File: src/rtl/det_4x4_issuer.sv
// det_4x4_issuer: host-side initiator for the 4x4 determinant core.
// Collects 16 signed elements from the host, fires the core with a one-cycle
// start pulse, waits for a rising edge on the core's done, and hands the
// result back to the host over a valid/ready handshake.
// Optional feature macro: DET_TIMEOUT_EN enables the WAIT-state watchdog.
module det_4x4_issuer #(
    parameter int DATA_W         = 8,
    parameter int RES_W          = 16,
    parameter int N_ELEM         = 16,
    parameter int TIMEOUT_CYCLES = 256
) (
    input  logic                       clk,
    input  logic                       rst_n,
    input  logic                       in_valid,
    output logic                       in_ready,
    input  logic signed [DATA_W-1:0]   in_data,
    input  logic                       in_clear,
    output logic [N_ELEM*DATA_W-1:0]   mat_flat,
    output logic                       det_start,
    input  logic                       det_done,
    input  logic signed [RES_W-1:0]    det_result,
    output logic                       res_valid,
    input  logic                       res_ready,
    output logic signed [RES_W-1:0]    res_data,
    output logic                       busy,
    output logic                       err_timeout
);

    localparam int              CNT_W    = (N_ELEM > 1) ? $clog2(N_ELEM) : 1;
    localparam logic [CNT_W-1:0] LAST_IDX = CNT_W'(N_ELEM - 1);

    typedef enum logic [2:0] {
        S_IDLE,
        S_LOAD,
        S_FIRE,
        S_WAIT,
        S_HOLD
    } state_t;

    state_t                     r_state;
    logic [CNT_W-1:0]           r_count;
    logic [N_ELEM*DATA_W-1:0]   r_mat_flat;
    logic                       r_done_q;
    logic                       r_res_valid;
    logic signed [RES_W-1:0]    r_res_data;

    logic                       w_accept_phase;
    logic                       w_done_rise;

`ifdef DET_TIMEOUT_EN
    localparam int             TO_W    = $clog2(TIMEOUT_CYCLES + 1);
    localparam logic [TO_W-1:0] TO_LAST = TO_W'(TIMEOUT_CYCLES - 1);

    logic [TO_W-1:0]            r_timer;
    logic                       r_err_timeout;

    assign err_timeout = r_err_timeout;
`else
    // Keeps the watchdog parameter referenced when the watchdog is compiled out.
    localparam int unused_timeout_cycles = TIMEOUT_CYCLES;

    assign err_timeout = 1'b0;
`endif

    // Host-facing control decoded from the current state.
    assign w_accept_phase = (r_state == S_IDLE) || (r_state == S_LOAD);
    assign in_ready       = w_accept_phase;
    assign det_start      = (r_state == S_FIRE);
    assign busy           = (r_state == S_FIRE) || (r_state == S_WAIT) || (r_state == S_HOLD);

    // A done level left over from an earlier run is not a completion; only a
    // fresh low-to-high transition counts.
    assign w_done_rise    = det_done & ~r_done_q;

    assign mat_flat       = r_mat_flat;
    assign res_valid      = r_res_valid;
    assign res_data       = r_res_data;

    // Issuer state machine: element capture, start pulse, completion wait, result hold.
    always_ff @(posedge clk or negedge rst_n) begin
        if (!rst_n) begin
            r_state       <= S_IDLE;
            r_count       <= '0;
            r_mat_flat    <= '0;
            r_done_q      <= 1'b0;
            r_res_valid   <= 1'b0;
            r_res_data    <= '0;
`ifdef DET_TIMEOUT_EN
            r_timer       <= '0;
            r_err_timeout <= 1'b0;
`endif
        end else begin
            case (r_state)
                S_IDLE, S_LOAD: begin
                    if (in_clear) begin
                        // Abort wins over a same-cycle transfer; stored elements stay put.
                        r_count <= '0;
                        r_state <= S_IDLE;
                    end else if (in_valid) begin
                        for (int k = 0; k < N_ELEM; k++) begin
                            if (r_count == CNT_W'(k)) begin
                                r_mat_flat[k*DATA_W +: DATA_W] <= in_data;
                            end
                        end
                        if (r_count == LAST_IDX) begin
                            r_count <= '0;
                            r_state <= S_FIRE;
                        end else begin
                            r_count <= r_count + 1'b1;
                            r_state <= S_LOAD;
                        end
                    end
                end

                S_FIRE: begin
                    // Sampling done here hides an edge that coincides with the start pulse.
                    r_done_q <= det_done;
`ifdef DET_TIMEOUT_EN
                    r_timer  <= '0;
`endif
                    r_state  <= S_WAIT;
                end

                S_WAIT: begin
                    r_done_q <= det_done;
                    if (w_done_rise) begin
                        r_res_data  <= det_result;
                        r_res_valid <= 1'b1;
                        r_state     <= S_HOLD;
                    end
`ifdef DET_TIMEOUT_EN
                    else if (r_timer == TO_LAST) begin
                        r_err_timeout <= 1'b1;
                        r_res_data    <= '0;
                        r_res_valid   <= 1'b1;
                        r_state       <= S_HOLD;
                    end else begin
                        r_timer <= r_timer + 1'b1;
                    end
`endif
                end

                S_HOLD: begin
                    if (res_ready) begin
                        r_res_valid <= 1'b0;
                        r_state     <= S_IDLE;
                    end
                end

                default: begin
                    r_state <= S_IDLE;
                end
            endcase
        end
    end

endmodule

File: config.mk
export PLATFORM = sky130hd
export DESIGN_NAME = det_4x4_issuer
export DESIGN_NICKNAME = d
export VERILOG_FILES = /design/src/rtl/det_4x4_issuer.sv
export SDC_FILE = /design/constraint.sdc
export NUM_CORES = 1
export LEC_CHECK = 0
export CAP_MARGIN = 20
export CELL_PAD_IN_SITES_DETAIL_PLACEMENT = 1
export CELL_PAD_IN_SITES_GLOBAL_PLACEMENT = 2
export CORE_ASPECT_RATIO = 1.4
export CORE_MARGIN = 8
export CORE_UTILIZATION = 29
export DETAILED_ROUTE_END_ITERATION = 6
export PLACE_DENSITY = 0.78
export SLEW_MARGIN = 25
export SYNTH_ARGS = -nofsm -noshare
export SYNTH_HDL_FRONTEND = slang
export SYNTH_SLANG_ARGS = --single-unit
File: constraint.sdc
create_clock -name clk -period 1.7 [get_ports clk]
set_input_delay 0.34 -clock clk [delete_from_list [all_inputs] [get_ports clk]]
set_output_delay 0.34 -clock clk [all_outputs]
set_load 0.02 [all_outputs]
==> impl_metrics.json <==
{
  "synth.area.top_cells": "dfrtp_1 62%, mux2_2 25%, mux2_1 1.8%, nand3_4 1.7%, nand3_2 0.97%",
  "avgViaCountPerCell": 4.65,
  "hold_viol": 0,
  "path_cells": "or2_4 -> buf_8 -> nor3_4 -> buf_12 -> mux2_2",
  "dp_cells": 846,
  "period_share_pct": 98.3,
  "vias": 4097,
  "crit_path_start": "r_state[1]",
  "cap_violations": 0,
  "p_leak_nw": 4.85,
  "drt-total-wl_um": 18800,
  "route.detailed.drc": 0,
  "synthTopCellsByCount": "153 x dfrtp_1, 136 x mux2_2, 10 x mux2_1",
  "drive_above_1_share_pct": 39.5,
  "clk_root_buffer_cell": "clkbuf_16",
  "place_ws_ns": -0.423,
  "wl_per_cell_um": 21.3,
  "period_needed_ns": 1.67,
  "dieArea_um2": 26300,
  "areaGrowthSynthToFinish_pct": 48.0,
  "netlist_instances": 386,
  "cts_tree": "built",
  "fin_nets": 643,
  "synthDistinctLibCells": 39,
  "start_util_pct": 29.3,
  "io_buffers": 177,
  "ys_seq_area_share_pct": 62.1,
  "die_x_um": 139,
  "grt-ovfl-total": 0,
  "synth.most_common_cell": "dfrtp_1",
  "endpoint_kind": "flop",
  "n_antenna_cell": 0,
  "yosys.area.top_type": "dfrtp_1",
  "fin_cells": 881,
  "syn_area_um2": 6170,
  "clkTransAtPathRegs_ns": 0.06,
  "start_kind": "flop",
  "rsz0062_at_grt": "yes",
  "crit_fanout": 8,
  "fin_ws_ns": 0.0287,
  "syn_area_per_cell_um2": 16.0,
  "setup.worst_path.class": "flop to flop",
  "cts_made_buffers": 17,
  "max_freq_mhz": 598,
  "rows": 63,
  "cp.arrival_ns": 1.96,
  "grt_max_degree": 40,
  "core_area_um2": 21000,
  "setup_viol": 0,
  "synth_top_area_share_pct": 62.1,
  "numClockSinks": 153,
  "drt_pass1_iterations": 4,
  "grt_pass1_vias": 4771,
  "antenna_found_initial": 0,
  "synth_ff_type": "dfrtp_1",
  "min_path_type": "input port to asynchronous set/reset pin",
  "rr_startpoint": "r_state[1]",
  "dp_hpwl_um": 14100,
  "status": "finished, final reports clean",
  "ir_worst_vdd_mv": 0.833,
  "io_pins": 179,
  "finalClockSkew_ns": 0.00708,
  "required_ns": 1.99,
  "cp_slowest_cell": "dfrtp_2",
  "ys_warn_count": 0,
  "synth-seq-cells": 153,
  "grt_util_all_layers_pct": 15.0,
  "cp_slowest_stage_delay_ns": 0.44,
  "power_density_nw_per_um2": 1270,
  "first_iter_violations": 116,
  "drv_slew": 0,
  "async_reset_ff_share_pct": 100,
  "gp_congestion": 0.774,
  "grt_pass1_wl_um": 30100,
  "worstSkewPairLatency_ns": 0.41,
  "htreeDepth": 4,
  "clockBufferDepth": 2,
  "ant_nets": 0,
  "die_h_um": 189,
  "mappedNetlistNets": 420,
  "synth_edf_count": 0,
  "total_power_w": 0.0115
}
report_power, final:
part | leakage [nW] | internal (W) | switching, W | total (W)
Sequential | 2.05 | 0.00433 | 0.000372 | 0.00470
Clock | 0.293 | 0.00249 | 0.00147 | 0.00396
Combinational | 2.51 | 0.00126 | 0.00163 | 0.00288
Total | 4.85 | 0.00808 | 0.00347 | 0.0115
state kept, by name, indices dropped and copies added, names as in the netlist:
name	flops
mat_flat	128
r_count	4
r_done_q	1
r_state	3
res_data	16
res_valid	1
final timing paths:
path	depth (start not counted)	slack, ns	to
worst max-delay path	5	0.03	mat_flat[108]
worst min-delay path	2	0.41	res_data[0]
worst max register to register	5	0.03	mat_flat[108]
worst min register to register	1	0.49	mat_flat[92]
max in group asynchronous	3	0.66	mat_flat[85]
min in group clk	3	0.49	r_count[0]
cells by family after synthesis:
group                      count (synthesis)  synth area share [%]
and+or+nand+nor                           42                  6.62
other                                      1                0.0608
AOI/OAI and AO/OA                         13                  1.32
DFF                                      153                  62.1
adders and majority gates                  4                 0.812
muxes                                    147                  26.8
buffers and inverters                     26                  2.27
cell type report:
cell class                      instances  area [um2]
Inverter                                7        31.3
Clock buffer                           20         447
Sequential cell                       153        3830
Clock inverter                         11         170
Timing Repair Buffer                  223        2050
Fill cell                            2168       11900
Tap cell                              260         325
Multi-Input combinational cell        207        2270
critical path: cells and delay by family (launching register included):
family	cells	cell delay, ns
and+or+nand+nor	2	0.46
DFF	1	0.44
muxes	1	0.34
buffers and inverters	2	0.31
layer usage:
metal	GRT usage, %	share of wire (%)	vias up
met1	16.2	39	2142
li1	-	-	1818
met5	0	0	-
met2	26.9	53	123
met3	5.39	6.3	14
met4	4.62	1.2	0
through the flow:
step / cell area [um2] / hold WS, ns / TNS [ns] / utilization (%)
after floorplan: 6170 / 0.0444 / 0 / -
after global placement: 8560 / 0.279 / -53.33 / 40.7
after detailed placement: 8560 / 0.283 / -50.90 / 40.7
after CTS: 9060 / 0.416 / 0 / 43.0
after global routing: 9120 / 0.437 / -0.0730 / 43.4
final: 9120 / 0.411 / 0 / 43.4
what timing repair did:
action | CTS | global route
pin swaps | 1 | 1
setup endpoints to repair | 276 | 82
hold endpoints to repair | 31 | 0
setup buffers | 1 | 2
gates resized for setup | 170 | 15
hold buffers | 1 | 0
placed cells by master, fill, tap and decap left out, types with 3 or more instances in the layout:
master	count
nand2_1	7
dfrtp_2	4
bufinv_16	4
inv_6	3
dlygate4sd2_1	145
buf_6	3
clkinvlp_4	3
inv_1	5
clkdlybuf4s50_1	26
o21ai_0	3
mux2_2	135
clkbuf_16	17
nand3_4	10
buf_4	36
buf_12	8
mux2_1	10
a21oi_1	3
nor3_4	3
dfrtp_1	149
Note: power is estimated with default switching activity, not from simulation.
